`src/rtl/eth_10g_mac_tx_pause_timer_if.sv`:
```
// Pause-quanta stream from the RX pause-length adapter (Avalon-ST, no backpressure upstream).
interface eth_10g_mac_tx_pause_timer_if;
  logic        in_valid;
  logic [15:0] in_data;
  logic        in_ready;

  modport master (output in_valid, output in_data, input in_ready);
  modport slave  (input in_valid, input in_data, output in_ready);
endinterface

```
`src/rtl/eth_10g_mac_tx_pause_timer.sv`:
```
// TX pause timer: holds off new TX frames for quanta x 512 bit times, starting
// only at a frame boundary; later PAUSE frames restart (nonzero) or cancel (zero).
module eth_10g_mac_tx_pause_timer #(
  parameter int CYCLES_PER_QUANTA = 8,
  parameter int STAT_W            = 32
) (
  input  logic                         clk,
  input  logic                         reset,
  eth_10g_mac_tx_pause_timer_if.slave  st,
  input  logic                         cfg_pause_en,
  input  logic                         tx_in_frame,
  output logic                         tx_pause,
  output logic [15:0]                  quanta_remaining,
  output logic [STAT_W-1:0]            stat_pause_rcvd,
  output logic [STAT_W-1:0]            stat_pause_cycles
);

  localparam int               SUB_W   = $clog2(CYCLES_PER_QUANTA);
  localparam logic [SUB_W-1:0] SUB_MAX = SUB_W'(CYCLES_PER_QUANTA - 1);

  typedef enum logic [1:0] {IDLE, WAIT_EOF, PAUSED} state_t;

  state_t             state, state_nxt;
  logic [15:0]        qr_nxt;
  logic [SUB_W-1:0]   sub, sub_nxt;
  logic               beat, beat_on, beat_xon;

  assign beat     = st.in_valid & st.in_ready;
  assign beat_on  = beat & cfg_pause_en & (st.in_data != 16'd0);
  assign beat_xon = beat & (st.in_data == 16'd0);

  always_comb begin
    state_nxt = state;
    qr_nxt    = quanta_remaining;
    sub_nxt   = sub;
    case (state)
      IDLE: begin
        if (beat_on) begin
          qr_nxt = st.in_data;
          if (tx_in_frame) begin
            state_nxt = WAIT_EOF;
          end else begin
            state_nxt = PAUSED;
            sub_nxt   = SUB_MAX;
          end
        end
      end
      WAIT_EOF: begin
        if (!cfg_pause_en || beat_xon) begin
          state_nxt = IDLE;
          qr_nxt    = 16'd0;
        end else begin
          // A beat landing on the EOF cycle supplies the value that gets loaded.
          if (beat_on) qr_nxt = st.in_data;
          if (!tx_in_frame) begin
            state_nxt = PAUSED;
            sub_nxt   = SUB_MAX;
          end
        end
      end
      PAUSED: begin
        if (!cfg_pause_en || beat_xon) begin
          state_nxt = IDLE;
          qr_nxt    = 16'd0;
          sub_nxt   = '0;
        end else if (beat_on) begin
          qr_nxt  = st.in_data;
          sub_nxt = SUB_MAX;
        end else if (sub != '0) begin
          sub_nxt = sub - SUB_W'(1);
        end else if (quanta_remaining == 16'd1) begin
          state_nxt = IDLE;
          qr_nxt    = 16'd0;
        end else begin
          sub_nxt = SUB_MAX;
          qr_nxt  = quanta_remaining - 16'd1;
        end
      end
      default: begin
        state_nxt = IDLE;
        qr_nxt    = 16'd0;
        sub_nxt   = '0;
      end
    endcase
  end

  always_ff @(posedge clk) begin
    if (reset) begin
      state             <= IDLE;
      sub               <= '0;
      quanta_remaining  <= 16'd0;
      tx_pause          <= 1'b0;
      st.in_ready       <= 1'b0;
      stat_pause_rcvd   <= '0;
      stat_pause_cycles <= '0;
    end else begin
      state            <= state_nxt;
      sub              <= sub_nxt;
      quanta_remaining <= qr_nxt;
      tx_pause         <= (state_nxt != IDLE);
      st.in_ready      <= 1'b1;
      if (beat && stat_pause_rcvd != '1)
        stat_pause_rcvd <= stat_pause_rcvd + STAT_W'(1);
      if (state == PAUSED && stat_pause_cycles != '1)
        stat_pause_cycles <= stat_pause_cycles + STAT_W'(1);
    end
  end

endmodule

```
`src/flat_wrapper.sv`:
```
// flat-port wrapper written by rule: the top's interface ports become plain ports
module eth_10g_mac_tx_pause_timer_flat 
#(
  parameter int CYCLES_PER_QUANTA = 8,
  parameter int STAT_W            = 32
)
  (clk, reset, cfg_pause_en, tx_in_frame, tx_pause, quanta_remaining, stat_pause_rcvd, stat_pause_cycles, st_in_valid, st_in_data, st_in_ready);
  eth_10g_mac_tx_pause_timer_if st_i ();
  input  logic clk;
  input  logic reset;
  input  logic cfg_pause_en;
  input  logic tx_in_frame;
  output logic tx_pause;
  output logic [15:0] quanta_remaining;
  output logic [STAT_W-1:0] stat_pause_rcvd;
  output logic [STAT_W-1:0] stat_pause_cycles;
  input wire logic [$bits(st_i.in_valid)-1:0] st_in_valid;
  input wire logic [$bits(st_i.in_data)-1:0] st_in_data;
  output wire logic [$bits(st_i.in_ready)-1:0] st_in_ready;
  assign st_i.in_valid = st_in_valid;
  assign st_i.in_data = st_in_data;
  assign st_in_ready = st_i.in_ready;
  eth_10g_mac_tx_pause_timer #(.CYCLES_PER_QUANTA(CYCLES_PER_QUANTA), .STAT_W(STAT_W)) u_core (.clk(clk), .reset(reset), .st(st_i), .cfg_pause_en(cfg_pause_en), .tx_in_frame(tx_in_frame), .tx_pause(tx_pause), .quanta_remaining(quanta_remaining), .stat_pause_rcvd(stat_pause_rcvd), .stat_pause_cycles(stat_pause_cycles));
endmodule
```
`config.mk`:
```
export PLATFORM = sky130hd
export DESIGN_NAME = eth_10g_mac_tx_pause_timer_flat
export DESIGN_NICKNAME = d
export VERILOG_FILES = /design/src/rtl/eth_10g_mac_tx_pause_timer_if.sv /design/src/rtl/eth_10g_mac_tx_pause_timer.sv /design/src/flat_wrapper.sv
export SDC_FILE = /design/constraint.sdc
export NUM_CORES = 1
export LEC_CHECK = 0
export CELL_PAD_IN_SITES_DETAIL_PLACEMENT = 0
export CELL_PAD_IN_SITES_GLOBAL_PLACEMENT = 1
export CORE_MARGIN = 2
export CORE_UTILIZATION = 37
export DETAILED_ROUTE_END_ITERATION = 10
export GPL_TIMING_DRIVEN = 0
export PLACE_DENSITY_LB_ADDON = 0.1
export SLEW_MARGIN = 5
export SYNTH_ARGS = -nofsm -noshare
export SYNTH_HDL_FRONTEND = slang
export SYNTH_SLANG_ARGS = --single-unit
```
`constraint.sdc`:
```
create_clock -name clk -period 3.15 [get_ports clk]
set_clock_uncertainty 0.2 [all_clocks]
set_input_delay 0.7875 -clock clk [delete_from_list [all_inputs] [get_ports clk]]
set_output_delay 0.7875 -clock clk [all_outputs]
set_load 0.03 [all_outputs]
```
==> results of run 1 <==
-- cells in the mapped netlist (all sizes together), types with 2 or more instances --
| cell | instances | area (sq um) |
|---|---|---|
| o2111ai | 2 | 17.5 |
| a22oi | 2 | 15.0 |
| ha | 6 | 75.1 |
| a2111oi | 2 | 18.8 |
| o221a | 2 | 22.5 |
| and4 | 8 | 70.1 |
| o221ai | 4 | 35.0 |
| or4 | 7 | 56.3 |
| nand2 | 43 | 161 |
| dfxtp | 87 | 1740 |
| o211ai | 4 | 30.0 |
| a21oi | 22 | 110 |
| xor2 | 37 | 324 |
| o21bai | 2 | 15.0 |
| o41ai | 2 | 17.5 |
| nand2b | 3 | 18.8 |
| a221oi | 6 | 58.8 |
| mux2i | 4 | 40.0 |
| nor3 | 23 | 120 |
| inv | 15 | 56.3 |
| a31oi | 7 | 43.8 |
| o31ai | 7 | 52.6 |
| nand3 | 39 | 195 |
| and3 | 14 | 87.6 |
| o21ai | 33 | 165 |
| a32oi | 2 | 17.5 |
| nor2 | 85 | 319 |
| and2 | 4 | 25.0 |
| xnor2 | 19 | 166 |
| o21a | 3 | 22.5 |
| or3 | 10 | 62.6 |
| nor4 | 13 | 96.3 |
| a21boi | 3 | 22.5 |
| o22ai | 3 | 18.8 |
| clkbuf | 21 | 80.1 |
| nand4 | 23 | 144 |
| nor2b | 3 | 18.8 |
-- cells by family (layout without fill, tap and decap cells) --
| logic type | after synthesis | count (layout) | share of synthesized area |
|---|---|---|---|
| AOI/OAI and AO/OA | 116 | 116 | 0.165 |
| and+or+nand+nor | 281 | 281 | 0.304 |
| adders and majority gates | 6 | 6 | 0.0160 |
| buffers and inverters | 38 | 155 | 0.0309 |
| muxes | 4 | 4 | 0.00853 |
| xor gates and xnor gates | 56 | 56 | 0.104 |
| DFF | 87 | 87 | 0.371 |
-- timing repair --
item / CTS / global route
setup buffers: 0 / 1
resized for setup: 6 / 5
pin swaps: 1 / 1
setup endpoints to repair: 18 / 18
-- registers in the layout (all words and copies together) (netlist names) --
register	count
u_core.st.in_ready	1
u_core.stat_pause_rcvd	32
u_core.stat_pause_cycles	32
u_core.state	2
u_core.quanta_remaining	16
u_core.tx_pause	1
u_core.sub	3
-- worst min-delay path, delay by kind of cell, from the launching register on --
family / cells / cell delay, ns
AOI/OAI and AO/OA: 1 / 0.06
DFF: 1 / 0.34
and+or+nand+nor: 1 / 0.06
-- worst paths after layout --
check / slack (ns) / to
worst max-delay path: 0.1 / u_core.quanta_remaining[8]
worst min-delay path: 0.31 / u_core.stat_pause_cycles[1]
worst max register to register: 0.17 / u_core.state[1]
worst min register to register: 0.31 / u_core.stat_pause_cycles[1]
-- area by class of cell --
| class | instances | area [sq um] |
|---|---|---|
| tap | 172 | 215 |
| clock inverter | 2 | 38.8 |
| fill | 1251 | 6250 |
| inverter | 16 | 60.1 |
| clock buffer | 14 | 254 |
| sequential | 87 | 1740 |
| buffer | 21 | 83.8 |
| multi-input combinational | 463 | 2850 |
| timing repair buffer | 102 | 1020 |
-- power by group through the flow --
| stage | Clock [W] | Combinational (W) | Sequential (W) |
|---|---|---|---|
| final | 0.00109 | 0.000343 | 0.00115 |
| after global routing | 0.00115 | 0.000370 | 0.00115 |
| after CTS | 0.00111 | 0.000336 | 0.00115 |
| after detailed placement | 0 | 0.000332 | 0.00117 |
| after global placement | 0 | 0.000331 | 0.00117 |
| after floorplan | 0 | 0.000180 | 0.00119 |
-- per-stage QoR --
step | hold WS, ns | util | power, W | TNS (ns)
6_report | 0.307 | 0.501 | 0.00258 | 0
5_1_grt | 0.356 | 0.501 | 0.00267 | -0.0268
4_1_cts | 0.316 | 0.498 | 0.00259 | 0
3_5_place_dp | 0.303 | 0.473 | 0.00150 | -10.88
3_3_place_gp | 0.274 | 0.473 | 0.00150 | -11.29
2_1_floorplan | 0.277 | - | 0.00137 | 0
-- per-layer routing --
layer,global-route usage,vias to the layer above
met1,0.287,2316
met4,0.0925,0
met2,0.343,159
met5,0,-
met3,0.0524,29
li1,-,2370
==> flow_summary.toml, run 1 <==
[final_layout]
final_common_cell = "clkdlybuf4s50_1"
antenna_cells = 0
final_cell_mix = "clkdlybuf4s50_1, dfxtp_1, nor2_1"
instances_no_fill = 877
area_growth_pct = 33.4
drive_gt1_frac = 0.0496
fin_area_sq_um = 6270
final_nets = 727

[floorplan]
dieArea_sq_um = 13600
start_util = 0.375
ioPinCount = 103
num_rows = 41
die_y_um = 117
dieWidth_um = 117
core_area_sq_um = 12500

[clock_tree]
cts_sinks = 87
clock_latency_ns = 0.35
path_clk_slew_ns = 0.06
cts_made_buffers = 9
htree_levels = 3
clockBufferDepth = 2
cts_tree = "yes"
cts_hold_buf = 0
cts_root_buf = "clkbuf_16"

[power_and_ir_drop]
clkPwrFrac = 0.421
p_seq_frac = 0.445
power_leakage_nw = 2.11
power_density_nw_per_um2 = 411
power.share.switching = 0.264
p_int_w = 0.00190
power.switching_w = 0.000679
ir_drop_mv = 0.185
power.share.combinational = 0.133

[logic_synthesis]
ys_ff_latch = 87
synth-async-reset-ratio = 0
netlist_area_sq_um = 4700
syn_area_per_cell_sq_um = 7.99
netlist_instances = 588
synth_ff_type = "dfxtp_1"
yosysWarnings = 0
ys_seq_area_frac = 0.371
synth_fp_nets = 615
ys_types = 63
synth-edff-count = 0

[global_route]
grt_first_pass_wirelength_um = 23200
grt_use_total = 0.218
grt_pass1_vias = 4540
gr-total-overflow = 0
grt_max_degree = 14
antenna_found_initial = 0

[worst_setup_path]
critPathArrivalTime_ns = 3.08
path_cells = "clkdlybuf4s50_1 -> nor4_2 -> nand4_1 -> nand3_1 -> clkbuf_2 -> clkbuf_2 -> o31ai_1 -> a21oi_1 -> o22ai_1"
cp.depth = 9
cp-end-kind = "register"
critPathKind = "input port to register"
rr_startpoint = "u_core.quanta_remaining[0]"
worst_r2r_path_depth = 7
cp.required_ns = 3.18
cp-start-kind = "input port"
cpPeakStageDelay_ns = 0.44
cp_top_family = "buffers and inverters"
critPathMaxFanout = 10
crit_path_top_delay_cell = "clkdlybuf4s50_1"
cpMostUsedCell = "clkbuf_2"
startpoint = "st_in_data[1]"
path_buf_inv = 3

[drt]
drt_iter0_markers = 268
drtAntennaViolNets = 0
route.met3.wl_um = 986
totalWireLength_um = 14800
drc_errors = 0
drt_first_pass_iters = 4
topRoutingLayerUsed = "met4"
wl_per_cell_um = 16.9
met1Wirelength_um = 6780
via_count = 4874
vias_per_cell = 5.56
wl_met2_um = 6670

[placement]
placed_area_sq_um = 5920
hpwl_um = 10700
place_congestion = 0.917
portBuffers = 101
pre_cts_ws_ns = -0.860
dpl.cell_count = 861

[sta]
setup_ws_ns = 0.0968
hold_viol_final = 0
timing.final.crit_share = 0.969
max_freq_mhz = 328
slew_headroom = 0.458
slew_violations = 0
setup_violations = 0
fin_crit_ns = 3.05
tightest_slew_ns = 0.811

[min_path]
hold_depth = 2
min_path_type = "register to register"
hold_start = "u_core.stat_pause_cycles[1]"

[outcome]
status = "finished clean"

[run]
max_cap_viol_count = 0
No activity file was read; power rests on OpenSTA's default activity.
==> run 2, diff against run 1 <==
--- a/config.mk
+++ b/config.mk
@@ -8,8 +8,9 @@
 export CELL_PAD_IN_SITES_DETAIL_PLACEMENT = 0
 export CELL_PAD_IN_SITES_GLOBAL_PLACEMENT = 1
 export CORE_MARGIN = 2
-export CORE_UTILIZATION = 37
+export CORE_UTILIZATION = 50
 export DETAILED_ROUTE_END_ITERATION = 10
+export DONT_BUFFER_PORTS = 1
 export GPL_TIMING_DRIVEN = 0
 export PLACE_DENSITY_LB_ADDON = 0.1
 export SLEW_MARGIN = 5
==> constraint.sdc (replaced) <==
create_clock -name clk -period 4 [get_ports clk]
set_clock_uncertainty 0.2 [all_clocks]
set_input_delay 1 -clock clk [delete_from_list [all_inputs] [get_ports clk]]
set_output_delay 1 -clock clk [all_outputs]
set_load 0.03 [all_outputs]
==> run 2 against run 1 <==
Against the previous run: combinational power is 45% lower; critical path depth down 2; hold slack gained 0.029 ns; design area is 19% lower; worst setup slack improved by 0.37 ns; clock power is 39% lower; largest power group unchanged; via count decreased by 8.1%; critical path type is now register to register.
==> flow_summary.toml, run 2 (synthesis results as in run 1) <==
[outcome]
status = "finished clean"

[drt]
drc_errors = 0
vias_per_cell = 6.26
wl_per_cell_um = 18.5
drt_first_pass_iters = 5
drtAntennaViolNets = 0
totalWireLength_um = 13200
via_count = 4478
drt_iter0_markers = 293

[power_and_ir_drop]
p_int_w = 0.00127
power_density_nw_per_um2 = 353
ir_drop_mv = 0.207
power.switching_w = 0.000517
p_seq_frac = 0.520
power.share.combinational = 0.106
power.share.switching = 0.290
power_leakage_nw = 1.71
clkPwrFrac = 0.373

[min_path]
min_path_type = "register to register"
hold_start = "u_core.sub[2]"
hold_depth = 1

[clock_tree]
cts_resized = 0
cts_hold_buf = 0
cts_setup_buffers = 0
clockBufferDepth = 2
cts_root_buf = "clkbuf_8"
cts_tree = "yes"
htree_levels = 3
cts_sinks = 87
path_clk_slew_ns = 0.10
clock_latency_ns = 0.36
cts_made_buffers = 9

[placement]
place_congestion = 0.957
hpwl_um = 9630
portBuffers = 0
placed_area_sq_um = 4830

[sta]
setup_violations = 0
slew_headroom = 0.341
tightest_slew_ns = 0.975
hold_viol_final = 0
slew_violations = 0
max_freq_mhz = 283
tns_ns = 0
timing.final.crit_share = 0.883
fin_crit_ns = 3.53
rsz0062_at_grt = "no"

[worst_setup_path]
critPathMaxFanout = 7
crit_path_top_delay_cell = "nor4b_1"
worst_r2r_path_depth = 7
cp-end-kind = "register"
cp.required_ns = 4.06
critPathArrivalTime_ns = 3.60
cp.depth = 7
startpoint = "u_core.quanta_remaining[0]"
cp_top_family = "simple AND/OR/NAND/NOR gates"
cp-start-kind = "register"
rr_startpoint = "u_core.quanta_remaining[0]"
critPathKind = "register to register"
cpPeakStageDelay_ns = 0.79
path_cells = "ha_1 -> nor4b_1 -> nand4_1 -> or4_1 -> o21ai_0 -> o21ai_1 -> o221a_2"
path_buf_inv = 0

[floorplan]
core_area_sq_um = 9200
dieWidth_um = 101
num_rows = 35
ioPinCount = 103
dieArea_sq_um = 10200
die_y_um = 101
start_util = 0.511

[final_layout]
drive_gt1_frac = 0.0464
final_common_cell = "dfxtp_1"
antenna_cells = 0
fin_area_sq_um = 5050
final_nets = 626
fillers = 881
area_growth_pct = 7.54
final_cell_mix = "dfxtp_1, nor2_1, nand2_1"
reg.largest.list = "u_core.stat_pause_cycles x32, u_core.stat_pause_rcvd x32, u_core.quanta_remaining x16"

[run]
max_cap_viol_count = 0

[global_route]
antenna_found_initial = 0
grt_max_degree = 17
grt_use_total = 0.259
grt_first_pass_wirelength_um = 21000
grt_pass1_vias = 4192
gr-total-overflow = 0
## run 2: changes by cell type in the layout (fill, tap and decap cells not counted), sizes merged
| cell | change |
|---|---|
| clkinv | +3 |
| clkbuf | -3 |
| buf | -1 |
| clkdlybuf4s50 | -101 |
| inv | +1 |
## run 2: layout make-up
cell class                      count  area, sq um  share of cell area
Clock inverter                      6         77.6              0.0154
Clock buffer                       10          138              0.0273
Multi-Input combinational cell    463         2810               0.556
Inverter                           16         60.1              0.0119
Tap cell                          111          139              0.0275
Sequential cell                    87         1740               0.345
Buffer                             22         85.1              0.0168
## run 2: path summary, 6_finish.rpt
check             endpoint  slack (ns)
min reg2reg  u_core.sub[2]        0.34
min          u_core.sub[2]        0.34
max          u_core.sub[0]        0.47
max reg2reg  u_core.sub[0]        0.47
## run 2: per-layer routing
metal	track usage	wire (um)
met1	0.334	5590
met2	0.413	6270
met3	0.0770	1190
met4	0.0894	176
met5	0	0
## run 2: power by group through the flow
stage | Sequential, W | Combinational [W] | Clock, W
final | 0.000928 | 0.000190 | 0.000665
after global routing | 0.000931 | 0.000209 | 0.000719
after CTS | 0.000928 | 0.000187 | 0.000681
after floorplan | 0.000941 | 0.000142 | 0
after global placement | 0.000947 | 0.000183 | 0
after detailed placement | 0.000948 | 0.000185 | 0
## run 2: metrics by stage
step                      hold WS (ns)  setup WS [ns]  cells  total power (W)   util
after CTS                        0.339          0.513    715          0.00180  0.549
after global routing             0.362          0.286    715          0.00186  0.549
after detailed placement         0.311          0.266    699          0.00113  0.526
after floorplan                  0.277           1.01    588          0.00108      -
after global placement           0.296          0.207    699          0.00113  0.526
final                            0.337          0.466    715          0.00178  0.549
